--- src/rtl/ram_stream_fifo_ctrl.sv ---
// Valid/ready stream FIFO built around a 64x8 single-port RAM with a registered read address.
// A 2-entry output buffer hides the RAM read latency so one word per clock flows through.
module ram_stream_fifo_ctrl #(
  parameter int unsigned DW = 8,
  parameter int unsigned AW = 6
) (
  input  logic          clk,
  input  logic          rst_n,
  input  logic          s_valid,
  output logic          s_ready,
  input  logic [DW-1:0] s_data,
  output logic          m_valid,
  input  logic          m_ready,
  output logic [DW-1:0] m_data,
  output logic [AW:0]   fill,
  output logic          ram_we,
  output logic [DW-1:0] ram_data,
  output logic [AW-1:0] ram_write_addr,
  output logic [AW-1:0] ram_read_addr,
  input  logic [DW-1:0] ram_q
);

  localparam int unsigned CW    = AW + 1;
  localparam int unsigned DEPTH = 1 << AW;

  logic [AW-1:0] wr_ptr, wr_ptr_n;
  logic [AW-1:0] rd_ptr, rd_ptr_n;
  logic [CW-1:0] cnt, cnt_n;
  logic          inflight, inflight_n;
  logic [DW-1:0] ob0, ob0_n, ob1, ob1_n;
  logic [1:0]    ob_cnt, ob_cnt_n, ob_base;
  logic          s_ready_n, m_valid_n;
  logic          push, pop, issue;
  logic [2:0]    occ;

  // Next-state: push/issue bookkeeping and output-buffer shift/capture
  always_comb begin
    push       = s_valid && s_ready;
    pop        = m_valid && m_ready;
    occ        = 3'(ob_cnt) + 3'(inflight) - 3'(pop);
    issue      = (cnt != '0) && (occ < 3'd2);
    wr_ptr_n   = wr_ptr + AW'(push);
    rd_ptr_n   = rd_ptr + AW'(issue);
    cnt_n      = cnt + CW'(push) - CW'(issue);
    inflight_n = issue;
    ob0_n      = ob0;
    ob1_n      = ob1;
    if (pop) ob0_n = ob1;
    ob_base    = ob_cnt - 2'(pop);
    // Returning RAM word lands in the first free slot after this cycle's pop
    if (inflight) begin
      if (ob_base == 2'd0) ob0_n = ram_q;
      else                 ob1_n = ram_q;
    end
    ob_cnt_n   = ob_base + 2'(inflight);
    m_valid_n  = (ob_cnt_n != 2'd0);
    s_ready_n  = (cnt_n != CW'(DEPTH));
  end

  always_ff @(posedge clk or negedge rst_n) begin
    if (!rst_n) begin
      wr_ptr   <= '0;
      rd_ptr   <= '0;
      cnt      <= '0;
      inflight <= 1'b0;
      ob0      <= '0;
      ob1      <= '0;
      ob_cnt   <= 2'd0;
      s_ready  <= 1'b0;
      m_valid  <= 1'b0;
    end else begin
      wr_ptr   <= wr_ptr_n;
      rd_ptr   <= rd_ptr_n;
      cnt      <= cnt_n;
      inflight <= inflight_n;
      ob0      <= ob0_n;
      ob1      <= ob1_n;
      ob_cnt   <= ob_cnt_n;
      s_ready  <= s_ready_n;
      m_valid  <= m_valid_n;
    end
  end

  assign ram_we         = push;
  assign ram_data       = s_data;
  assign ram_write_addr = wr_ptr;
  assign ram_read_addr  = rd_ptr;
  assign m_data         = ob0;
  assign fill           = cnt;

endmodule

--- config.mk ---
export PLATFORM = sky130hd
export DESIGN_NAME = ram_stream_fifo_ctrl
export DESIGN_NICKNAME = d
export VERILOG_FILES = /design/src/rtl/ram_stream_fifo_ctrl.sv
export SDC_FILE = /design/constraint.sdc
export NUM_CORES = 1
export LEC_CHECK = 0
export BUFFER_PORTS_ARGS = -buffer_cell sky130_fd_sc_hd__buf_2
export CORE_MARGIN = 8
export CORE_UTILIZATION = 51
export DETAILED_ROUTE_END_ITERATION = 8
export PLACE_DENSITY_LB_ADDON = 0.3
export SLEW_MARGIN = 10
export SYNTH_ARGS = -nofsm -noshare
export SYNTH_HDL_FRONTEND = slang
export SYNTH_SLANG_ARGS = --single-unit
--- constraint.sdc ---
create_clock -name clk -period 3.9 [get_ports clk]
set_input_delay 0.195 -clock clk [delete_from_list [all_inputs] [get_ports clk]]
set_output_delay 0.195 -clock clk [all_outputs]
set_load 0.05 [all_outputs]
==> Flow_metrics.wiki, run 1 <==
{| class="wikitable"
! Metric !! Value
|-
| Clock root buffer || sky130_fd_sc_hd__clkbuf_8
|-
| Setup Crit Path Kind || register to register
|-
| First-pass iteration count of the detailed router || 4
|-
| Leading cell type in the layout, fill and taps excluded || sky130_fd_sc_hd__buf_2
|-
| Required arrival time at the worst endpoint || roughly 4 ns
|-
| Post CTS Setup Buffer Count || 0
|-
| Number of enable-type register cells in the synthesized netlist || 0
|-
| Number of sinks on the clock net || 40
|-
| Maximum number of buffers from clock root to sink || 2
|-
| Top post-synthesis cells by area || sky130_fd_sc_hd__dfrtp_1, sky130_fd_sc_hd__ha_1, sky130_fd_sc_hd__mux2_2, sky130_fd_sc_hd__mux2i_1, sky130_fd_sc_hd__xnor2_1
|-
| Final number of setup-violating endpoints || 0
|-
| Residual DRC || 0
|-
| Yosys reg bits || 40
|-
| Number of routed nets with antenna violations || 0
|-
| Number of nets in the finished design || 243
|-
| Core Box Area || 3880 um^2
|-
| Worst-Margin Slew || 0.852 ns
|-
| Ys async rst share || 100%
|-
| Number of ports placed on the die boundary || between 50 and 60
|-
| Vertical extent of the die || slightly below 80 um
|-
| Avg Inst Size Synth || approximately 12 um^2
|-
| Yosys cell types || 36
|-
| Area Overhead vs Synth || 14.3%
|-
| Count of pins over their slew limit || 0
|-
| Global-route wire length before repair || about 6800 um
|-
| Num CTS Buffers || 5
|-
| H-tree depth || 2
|-
| Category of the worst setup path launch point || register
|-
| Post-detailed-route wirelength per cell || 16.1 um
|-
| Predominant post-synthesis flop cell || sky130_fd_sc_hd__dfrtp_1
|-
| Floorplan die area || 6210 um^2
|-
| Number of antenna violations at the first check in global routing || 0
|-
| Via count of the first global-routing pass || ~1,500
|-
| Overall fraction of global-route tracks in use || ~14%
|-
| Final Hold Viols || 0
|-
| Relative slew slack || between 40% and 50%
|-
| Antenna diode count || 0
|-
| Horiz. Die Dim || 78.8 um
|-
| Total number of yosys warnings || 0
|-
| DR iter-0 viols || 64
|-
| Seq/Total Area, Yosys || ~50%
|-
| Maximum fanout count along the critical path || 10
|-
| Number of gates resized after CTS || 0
|-
| Critical-path cell list || nand2_4 -> xnor2_4 -> nand2_1 -> fa_1 -> xnor2_1 -> o211ai_1 -> inv_1 -> nand2_1 -> nand2_1 -> ha_1 -> inv_1 -> fa_1 -> nor2b_1 -> o311a_1 -> nand3_1 -> nand3_1 -> nand4b_1
|-
| Weighted congestion reported at the end of routability-driven placement || slightly above 0.8
|-
| Final Skew || 0.00732 ns
|-
| Worst hold slack across all endpoints || 0.0178 ns
|-
| Clock insertion delay at the later pin of the skew report || 0.29 ns
|-
| Outcome || finished clean
|-
| Maximum number of pins on one net before global-route repair || 41
|-
| Peak clock frequency supported by timing || between 0.2 and 0.3 GHz
|-
| Total standard cell area after synthesis || 2010 um^2
|-
| Endpoint kind of the worst setup timing path || register
|-
| Most Frequent Cell on Critical Path || sky130_fd_sc_hd__nand2_1
|-
| Clock tree from TritonCTS || done
|-
| Max-cap check violation count || 0
|-
| Vias || 1,367
|-
| CP arrival || between 3 and 4 ns
|-
| Ratio of cells with drive above 1 in the final layout || between 30% and 40%
|-
| Tightest Hold Check Type || primary input to async pin
|-
| Cell type with the largest total area after synthesis || sky130_fd_sc_hd__dfrtp_1
|-
| Final total negative setup slack || 0 ns
|-
| Number of buffers inserted by hold repair at cts || 0
|-
| Highest-count cells in the layout ignoring fill and taps || sky130_fd_sc_hd__buf_2, sky130_fd_sc_hd__dfrtp_1, sky130_fd_sc_hd__inv_1
|-
| Net count after synthesis || roughly 200
|-
| Via-per-instance ratio || 5.28
|-
| IO Port Bufs || 41
|-
| Post-layout min period || 3.49 ns
|-
| Worst path slowest cell || sky130_fd_sc_hd__fa_1
|-
| Crit share post-route || 89.4%
|-
| Area share of the leading cell type in the synthesized netlist || 49.8%
|-
| Global route total overflow || 0
|-
| Instance count of the mapped netlist || 169
|-
| RSZ-0062 raised after global routing || false
|-
| Worst-path clk slew || 0.07 ns
|-
| Initial Util || 51.8%
|-
| Total wirelength of the detailed-routed design || 4160 um
|-
| Crit-path max cell delay || 0.41 ns
|-
| Number of standard-cell rows in the floorplan || 23
|-
| Placed wire-length estimate || 3270 um
|}
## Yosys cell counts (2+ instances only)
library cell              instances
sky130_fd_sc_hd__nand2_1         13
sky130_fd_sc_hd__nand3_1          7
sky130_fd_sc_hd__nor2b_1          2
sky130_fd_sc_hd__inv_1           15
sky130_fd_sc_hd__fa_1             2
sky130_fd_sc_hd__nor2_1           4
sky130_fd_sc_hd__mux2_2           8
sky130_fd_sc_hd__o21ai_0          7
sky130_fd_sc_hd__buf_4            8
sky130_fd_sc_hd__a21oi_1          3
sky130_fd_sc_hd__dfrtp_1         40
sky130_fd_sc_hd__nor3_1           2
sky130_fd_sc_hd__mux2i_1          8
sky130_fd_sc_hd__or2_2            2
sky130_fd_sc_hd__xnor2_1          9
sky130_fd_sc_hd__ha_1            13
sky130_fd_sc_hd__xor2_1           6
sky130_fd_sc_hd__o21ai_2          2
## per-layer routing
layer  up-vias  share of wire [%]  global-route usage [%]
li1        637                  -                       -
met1       680                 38                    13.7
met2        43                 52                    25.1
met3         7                7.6                    4.97
met4         0                1.5                    5.56
met5         -                  0                       0
## cells by family after synthesis
| family | synth area share [%] |
|---|---|
| buffers and inverters | 6.35 |
| DFF | 49.8 |
| muxes | 8.46 |
| and+or+nand+nor | 10.4 |
| adders and majority gates | 10.1 |
| AOI/OAI and AO/OA | 7.03 |
| xor gates and xnor gates | 7.90 |
## final cells by class
type | count | area [um^2]
flip-flops and latches | 40 | 1000
inverters | 15 | 56.3
clock buffers | 8 | 90.1
fillers | 349 | 1590
well taps | 50 | 62.6
repair buffers | 41 | 205
multi-input cells | 105 | 882
## flip-flops by register name (all words and copies together), names as in the netlist
register	count
ob1	8
m_valid	1
ob_cnt	2
s_ready	1
fill	7
ram_write_addr	6
m_data	8
ram_read_addr	6
inflight	1
## path summary, 6_finish.rpt
check,start,endpoint,slack (ns),cells after the start
worst min-delay path,rst_n,m_data[0],0.02,1
max in group asynchronous,rst_n,ob1[4],3.34,1
worst max-delay path,m_valid,s_ready,0.41,17
worst max register to register,m_valid,s_ready,0.41,17
worst min register to register,ram_read_addr[5],ram_read_addr[5],0.47,1
min in group clk,ram_q[2],m_data[2],0.13,3
## through the flow
stage	utilization [%]	instance area [um^2]	setup WS [ns]	cells
floorplan	-	2010	0.373	169
global placement	56.8	2210	0.619	251
detailed placement	56.8	2210	0.410	251
CTS	59.1	2300	0.382	259
global route	59.1	2300	0.127	259
finish	59.1	2300	0.412	259
## critical path, delay by kind of cell, from the launching register on
| kind | cells | cell delay [ns] |
|---|---|---|
| adders and majority gates | 3 | 0.99 |
| AOI/OAI and AO/OA | 2 | 0.41 |
| and+or+nand+nor | 8 | 0.94 |
| xor gates and xnor gates | 2 | 0.45 |
| buffers and inverters | 2 | 0.17 |
| DFF | 1 | 0.38 |
Power of run 1 is left out: the tool's default activity adds up to more than one toggle a clock period on the data nets, which glitch-free logic cannot reach.
==> run 2: changes to the inputs <==
ABC_AREA = 1   (was unset)
CORE_UTILIZATION = 52   (was 51)
==> run 2 against run 1 <==
  * Area after synthesis is 4.5% higher
  * Via count is 12% higher
  * Utilization is 1.4 points higher
  * Sequential share of layout area is 1.6 points lower
  * Largest cell class unchanged
  * Highest routed layer unchanged
==> Flow_metrics.wiki, run 2 <==
{| class="wikitable"
! Metric !! Value
|-
| Outcome || finished clean
|-
| Endpoint kind of the worst setup timing path || register
|-
| First-pass iteration count of the detailed router || 4
|-
| Maximum number of buffers from clock root to sink || 2
|-
| Commonest cells post-synth || sky130_fd_sc_hd__nand2_1, sky130_fd_sc_hd__dfrtp_1, sky130_fd_sc_hd__inv_1, sky130_fd_sc_hd__o21ai_1
|-
| Number of nets in the finished design || 299
|-
| Fraction of synthesized cell area in xor and xnor cells || 3.33%
|-
| Metal1 wirelength || 1640 um
|-
| Weighted congestion reported at the end of routability-driven placement || 0.820
|-
| Maximum number of pins on one net before global-route repair || 41
|-
| Number of buffers inserted by hold repair at cts || 0
|-
| Crit-path max cell delay || 0.51 ns
|-
| Final design instance area without fill || 2380 um^2
|-
| Antenna diode count || 0
|-
| Area Overhead vs Synth || 13.5%
|-
| Horiz. Die Dim || 79.6 um
|-
| Worst path slowest cell || sky130_fd_sc_hd__fa_1
|-
| Instance count of the mapped netlist || 226
|-
| Clock tree from TritonCTS || done
|-
| Residual DRC || 0
|-
| Overall fraction of global-route tracks in use || 13.6%
|-
| CP arrival || between 3 and 4 ns
|-
| Peak clock frequency supported by timing || around 0.31 GHz
|-
| Via count of the first global-routing pass || 1,544
|-
| Predominant post-synthesis flop cell || sky130_fd_sc_hd__dfrtp_1
|-
| Global route total overflow || 0
|-
| Placed wire-length estimate || 2940 um
|-
| H-tree depth || 2
|-
| Net count after synthesis || 261
|-
| Highest-count cells in the layout ignoring fill and taps || sky130_fd_sc_hd__nand2_1, sky130_fd_sc_hd__buf_2, sky130_fd_sc_hd__dfrtp_1
|-
| IO Port Bufs || 41
|-
| Clock root buffer || sky130_fd_sc_hd__clkbuf_8
|-
| Post-layout min period || 3.25 ns
|-
| Total standard cell area after synthesis || 2100 um^2
|-
| Non-filler instance count after layout || 315
|-
| Number of gates resized after CTS || 0
|-
| Post-detailed-route wirelength per cell || ~12 um
|-
| Avg Inst Size Synth || roughly 9.3 um^2
|-
| Ratio of cells with drive above 1 in the final layout || 23.0%
|-
| Required arrival time at the worst endpoint || 4.07 ns
|-
| Vias || 1,527
|-
| Worst reg2reg path startpoint || m_valid
|-
| Top post-synthesis cells by area || sky130_fd_sc_hd__dfrtp_1, sky130_fd_sc_hd__nand2_1, sky130_fd_sc_hd__ha_1, sky130_fd_sc_hd__inv_1, sky130_fd_sc_hd__mux2_1
|-
| Num CTS Buffers || 5
|-
| Area share of the leading cell type in the synthesized netlist || between 40% and 50%
|-
| Final Skew || 0.00348 ns
|-
| Critical-path cell list || nand2_4 -> nor2_4 -> inv_4 -> nand2_2 -> nand2_1 -> fa_1 -> nand3_1 -> inv_2 -> nand2_1 -> inv_2 -> nand2_1 -> nand2_1 -> ha_1 -> inv_1 -> fa_1 -> inv_1 -> or2_1 -> nor2_1 -> nand3_1 -> nor2_1 -> nand3_1
|-
| Combinational family with the most area after synthesis || simple AND/OR/NAND/NOR gates
|-
| # fillers || 359
|-
| Final number of setup-violating endpoints || 0
|-
| Maximum fanout count along the critical path || 10
|-
| Highest metal layer with signal wires || met4
|-
| Count of pins over their slew limit || 0
|-
| Final total negative setup slack || 0 ns
|-
| Via-per-instance ratio || 4.85
|-
| Met2 wire len || 1870 um
|-
| Placed cell count || 307
|-
| Yosys reg bits || 40
|-
| Number of routed nets with antenna violations || 0
|-
| Yosys cell types || 27
|-
| Global-route wire length before repair || 6740 um
|-
| Total wirelength of the detailed-routed design || between 3000 and 4000 um
|-
| Setup Crit Path Kind || register to register
|-
| Adder and majority cell fraction of the synthesized area || 9.64%
|-
| Seq/Total Area, Yosys || 47.6%
|-
| Mux contribution to synthesized area || 4.29%
|-
| Ys async rst share || 100%
|-
| Core Box Area || 3940 um^2
|-
| Initial Util || around 53%
|-
| Final Hold Viols || 0
|-
| Number of enable-type register cells in the synthesized netlist || 0
|-
| Most frequent cell after synthesis || sky130_fd_sc_hd__nand2_1
|-
| Worst-path clk slew || 0.08 ns
|-
| Placement-stage cell area || 2290 um^2
|-
| Post-synthesis compound-gate area fraction || between 5 and 6%
|-
| Number of ports placed on the die boundary || 58
|-
| Relative slew slack || 42.8%
|-
| Leading cell type in the layout, fill and taps excluded || sky130_fd_sc_hd__nand2_1
|-
| Final Core Density || 60.5%
|-
| Detail Route met3 WL || around 190 um
|-
| Vertical extent of the die || 79.6 um
|-
| Post CTS Setup Buffer Count || 0
|-
| Most Frequent Cell on Critical Path || sky130_fd_sc_hd__nand2_1
|-
| Max-cap check violation count || 0
|-
| Cell type with the largest total area after synthesis || sky130_fd_sc_hd__dfrtp_1
|-
| Category of the worst setup path launch point || register
|-
| Origin of the worst setup path || m_valid
|-
| Total number of yosys warnings || 0
|-
| Number of standard-cell rows in the floorplan || 23
|-
| Crit share post-route || between 80% and 90%
|-
| Crit path max-delay family || simple AND/OR/NAND/NOR gates
|-
| Number of sinks on the clock net || 40
|-
| Clock insertion delay at the later pin of the skew report || just under 0.3 ns
|-
| Worst-Margin Slew || 0.858 ns
|-
| Basic-gate share of the synthesized area counting and, or, nand and nor cells || a little under a fifth
|-
| Floorplan die area || 6330 um^2
|-
| RSZ-0062 raised after global routing || false
|-
| Sum of buffers and inverters on the critical path || 5
|-
| Tightest Hold Check Type || primary input to async pin
|-
| Number of antenna violations at the first check in global routing || 0
|-
| DR iter-0 viols || 78
|}
run 2: cell types whose count changed in the layout (fill, tap and decap cells not counted), sizes merged, moves of 2 or more:
cell   change
inv       +23
mux2i      -8
nand2     +38
nand3      +6
nand4      +4
nor2       +7
nor2b      -2
o21ai      +7
xnor2      -9
run 2: worst paths after layout:
| path | cells after the start | slack (ns) | to |
|---|---|---|---|
| setup / recovery | 21 | 0.65 | s_ready |
| hold / removal | 1 | 0.02 | ram_write_addr[5] |
| setup reg to reg | 21 | 0.65 | s_ready |
| hold reg to reg | 1 | 0.46 | ram_write_addr[5] |
| max in group asynchronous | 1 | 3.35 | ram_read_addr[4] |
| min in group clk | 3 | 0.15 | ob1[2] |
run 2: cell families (layout without fill, tap and decap cells):
group,Yosys count,after routing
buffers and inverters,48,87
multiplexers,8,8
XOR/XNOR,8,8
flip-flops,40,40
AO/OA/AOI/OAI,20,20
adder cells (fa/ha/maj),15,15
AND/OR/NAND/NOR,87,87
run 2: metal layers:
metal	GRT usage [%]	vias up
met2	22.8	24
met5	0	-
met3	4.17	4
li1	-	779
met4	8.52	0
met1	14.5	720
run 2: final cells by class:
type | instances | area [um^2] | area share (%)
multi-input cells | 138 | 877 | 36.8
clock buffers | 7 | 86.3 | 3.62
inverters | 38 | 145 | 6.09
clock inverters | 1 | 7.51 | 0.315
flip-flops and latches | 40 | 1000 | 42.0
well taps | 50 | 62.6 | 2.62
repair buffers | 41 | 205 | 8.60
run 2: per-stage QoR:
stage / hold slack, ns / setup slack, ns
2_1_floorplan: -0.101 / 0.496
3_3_place_gp: 0.362 / 0.744
3_5_place_dp: 0.364 / 0.636
4_1_cts: 0.0428 / 0.622
5_1_grt: 0.0962 / 0.311
6_report: 0.0163 / 0.653
run 2: worst register-to-register path: stages (launching register included):
cell	delay, ns
sky130_fd_sc_hd__dfrtp_1	0.39
sky130_fd_sc_hd__nand2_4	0.13
sky130_fd_sc_hd__nor2_4	0.15
sky130_fd_sc_hd__inv_4	0.05
sky130_fd_sc_hd__nand2_2	0.09
sky130_fd_sc_hd__nand2_1	0.08
sky130_fd_sc_hd__fa_1	0.51
sky130_fd_sc_hd__nand3_1	0.09
sky130_fd_sc_hd__inv_2	0.07
sky130_fd_sc_hd__nand2_1	0.09
sky130_fd_sc_hd__inv_2	0.07
sky130_fd_sc_hd__nand2_1	0.08
sky130_fd_sc_hd__nand2_1	0.07
sky130_fd_sc_hd__ha_1	0.16
sky130_fd_sc_hd__inv_1	0.05
sky130_fd_sc_hd__fa_1	0.47
sky130_fd_sc_hd__inv_1	0.05
sky130_fd_sc_hd__or2_1	0.20
sky130_fd_sc_hd__nor2_1	0.09
sky130_fd_sc_hd__nand3_1	0.08
sky130_fd_sc_hd__nor2_1	0.08
sky130_fd_sc_hd__nand3_1	0.07
Power of run 2 is left out for the same reason.
==> run 3: changes to the inputs <==
CORE_UTILIZATION = 47   (was 52)
clock period = 2.65 ns   (was 3.9 ns; I/O delays follow)
==> run 3 against run 2 <==
  * The run now ends with setup timing left
  * Fmax increased by 7.9%
  * Sequential share of layout area shrank 2.5 points
  * Critical path depth unchanged
  * Utilization down 1.8 points
  * Cell area rose by 6.5%
  * Flip-flop and latch count unchanged
  * Count of clock-buffer cells in the layout is the same
  * Wire length grew 7.5%
  * Setup slack got worse by 1.0 ns
  * Register-to-register slack worse by 1.0 ns
==> Flow_metrics.wiki, run 3 (synthesis gave the netlist of run 2 again) <==
{| class="wikitable"
! Metric !! Value
|-
| Vertical extent of the die || 82.9 um
|-
| Post-detailed-route wirelength per cell || 12.2 um
|-
| Horiz. Die Dim || about 83 um
|-
| Outcome || complete, but fails checks
|-
| Via-per-instance ratio || 4.74
|-
| Setup slack after placement || -0.310 ns
|-
| Vias || 1,569
|-
| Max-cap check violation count || 0
|-
| Worst-path clk slew || 0.08 ns
|-
| CP arrival || between 3 and 4 ns
|-
| Initial Util || around 50%
|-
| Clock root buffer || sky130_fd_sc_hd__clkbuf_8
|-
| Global route total overflow || 0
|-
| RSZ-0062 raised after global routing || true
|-
| Tightest Hold Check Type || primary input to register
|-
| Endpoint kind of the worst setup timing path || register
|-
| Area Overhead vs Synth || 20.8%
|-
| Number of sinks on the clock net || 40
|-
| Highest-count cells in the layout ignoring fill and taps || sky130_fd_sc_hd__nand2_1, sky130_fd_sc_hd__buf_2, sky130_fd_sc_hd__dfrtp_1
|-
| Clock insertion delay at the later pin of the skew report || 0.29 ns
|-
| H-tree depth || 2
|-
| Number of ports placed on the die boundary || 58
|-
| Total wirelength of the detailed-routed design || 4040 um
|-
| DR iter-0 viols || 65
|-
| Num CTS Buffers || 5
|-
| Worst-Margin Slew || roughly 0.87 ns
|-
| Clock tree from TritonCTS || done
|-
| Number of nets in the finished design || 313
|-
| Number of standard-cell rows in the floorplan || 24
|-
| Final Hold Viols || 0
|-
| Post-layout min period || 3.01 ns
|-
| Critical-path cell list || nand2_4 -> nor2_4 -> inv_4 -> nand2_4 -> nand2_2 -> fa_1 -> nand3_2 -> inv_2 -> nand2_2 -> inv_2 -> nand2_2 -> nand2_2 -> ha_4 -> inv_2 -> fa_1 -> inv_1 -> or2_1 -> nor2_1 -> nand3_1 -> nor2_1 -> nand3_1
|-
| Via count of the first global-routing pass || 1,668
|-
| Floorplan die area || 6870 um^2
|-
| Most Frequent Cell on Critical Path || sky130_fd_sc_hd__nand2_2
|-
| Count of pins over their slew limit || 0
|-
| Antenna diode count || 0
|-
| Number of routed nets with antenna violations || 0
|-
| Final Skew || approximately 0.0063 ns
|-
| IO Port Bufs || 41
|-
| Setup Crit Path Kind || register to register
|-
| Category of the worst setup path launch point || register
|-
| Crit-path max cell delay || 0.52 ns
|-
| Maximum number of pins on one net before global-route repair || 41
|-
| Post CTS Setup Buffer Count || 0
|-
| PnR worst setup slack || -0.359 ns
|-
| Placed wire-length estimate || 3100 um
|-
| Crit share post-route || 114%
|-
| Final number of setup-violating endpoints || 3
|-
| Number of antenna violations at the first check in global routing || 0
|-
| Residual DRC || 0
|-
| Required arrival time at the worst endpoint || 2.82 ns
|-
| Ratio of cells with drive above 1 in the final layout || roughly 31%
|-
| First-pass iteration count of the detailed router || 4
|-
| Violations in the final reports || setup timing
|-
| Maximum fanout count along the critical path || 3
|-
| Peak clock frequency supported by timing || 0.332 GHz
|-
| Leading cell type in the layout, fill and taps excluded || sky130_fd_sc_hd__nand2_1
|-
| Core Box Area || between 4000 and 5000 um^2
|-
| Global-route wire length before repair || between 7000 and 8000 um
|-
| Overall fraction of global-route tracks in use || 12.6%
|-
| Weighted congestion reported at the end of routability-driven placement || 0.863
|-
| Maximum number of buffers from clock root to sink || 2
|-
| Worst path slowest cell || sky130_fd_sc_hd__fa_1
|-
| Relative slew slack || 42.2%
|}
[run 3: changes by cell type in the layout (fill, tap and decap cells not counted), sizes merged]
cell	previous run	this run
dlygate4sd3	0	1
buf	41	54
[run 3: cell type report]
class	instances	area [um^2]
Clock buffer	7	86.3
Clock inverter	1	7.51
Fill cell	408	1790
Inverter	38	145
Multi-Input combinational cell	138	920
Sequential cell	40	1000
Tap cell	52	65.1
Timing Repair Buffer	55	313
[run 3: metal layers]
layer  wire length, um  GRT usage [%]
met1              1720           13.2
met2              2090           22.6
met4                80           6.55
met3               151           3.22
met5                 0              0
[run 3: final timing paths]
kind / start / slack [ns] / to / cells after the start
max: m_valid / -0.36 / s_ready / 21
min: ram_q[4] / 0.09 / ob1[4] / 3
max reg2reg: m_valid / -0.36 / s_ready / 21
min reg2reg: ram_write_addr[5] / 0.47 / ram_write_addr[5] / 1
max in group asynchronous: rst_n / 1.55 / m_valid / 2
min in group asynchronous: rst_n / 0.49 / ram_write_addr[5] / 2
[run 3: timing repair]
item | 4_1_cts | 5_1_grt
cloned | 0 | 0
hold endpoints to repair | 40 | 0
pin swaps | 2 | 5
setup endpoints to repair | 3 | 5
gates resized for setup | 0 | 7
hold buffers | 1 | 0
[run 3: worst max-delay path, delay by kind of cell, from the launching register on]
family,cells,cell delay [ns]
simple gates,13,1.12
fa+ha+maj,3,1.12
flops,1,0.38
buf+inv,5,0.26
[run 3: metrics by stage]
step | cells | setup TNS [ns] | hold WS [ns] | util (%) | area (um^2)
finish | 331 | -0.474 | 0.0937 | 58.7 | 2540
global route | 331 | -1.32 | 0.103 | 58.7 | 2540
CTS | 331 | -0.482 | 0.0831 | 58.1 | 2510
detailed placement | 322 | -0.433 | 0.265 | 55.7 | 2410
global placement | 322 | -0.315 | 0.265 | 55.7 | 2410
floorplan | 226 | -1.03 | -0.163 | - | 2120
Power of run 3 is left out for the same reason.
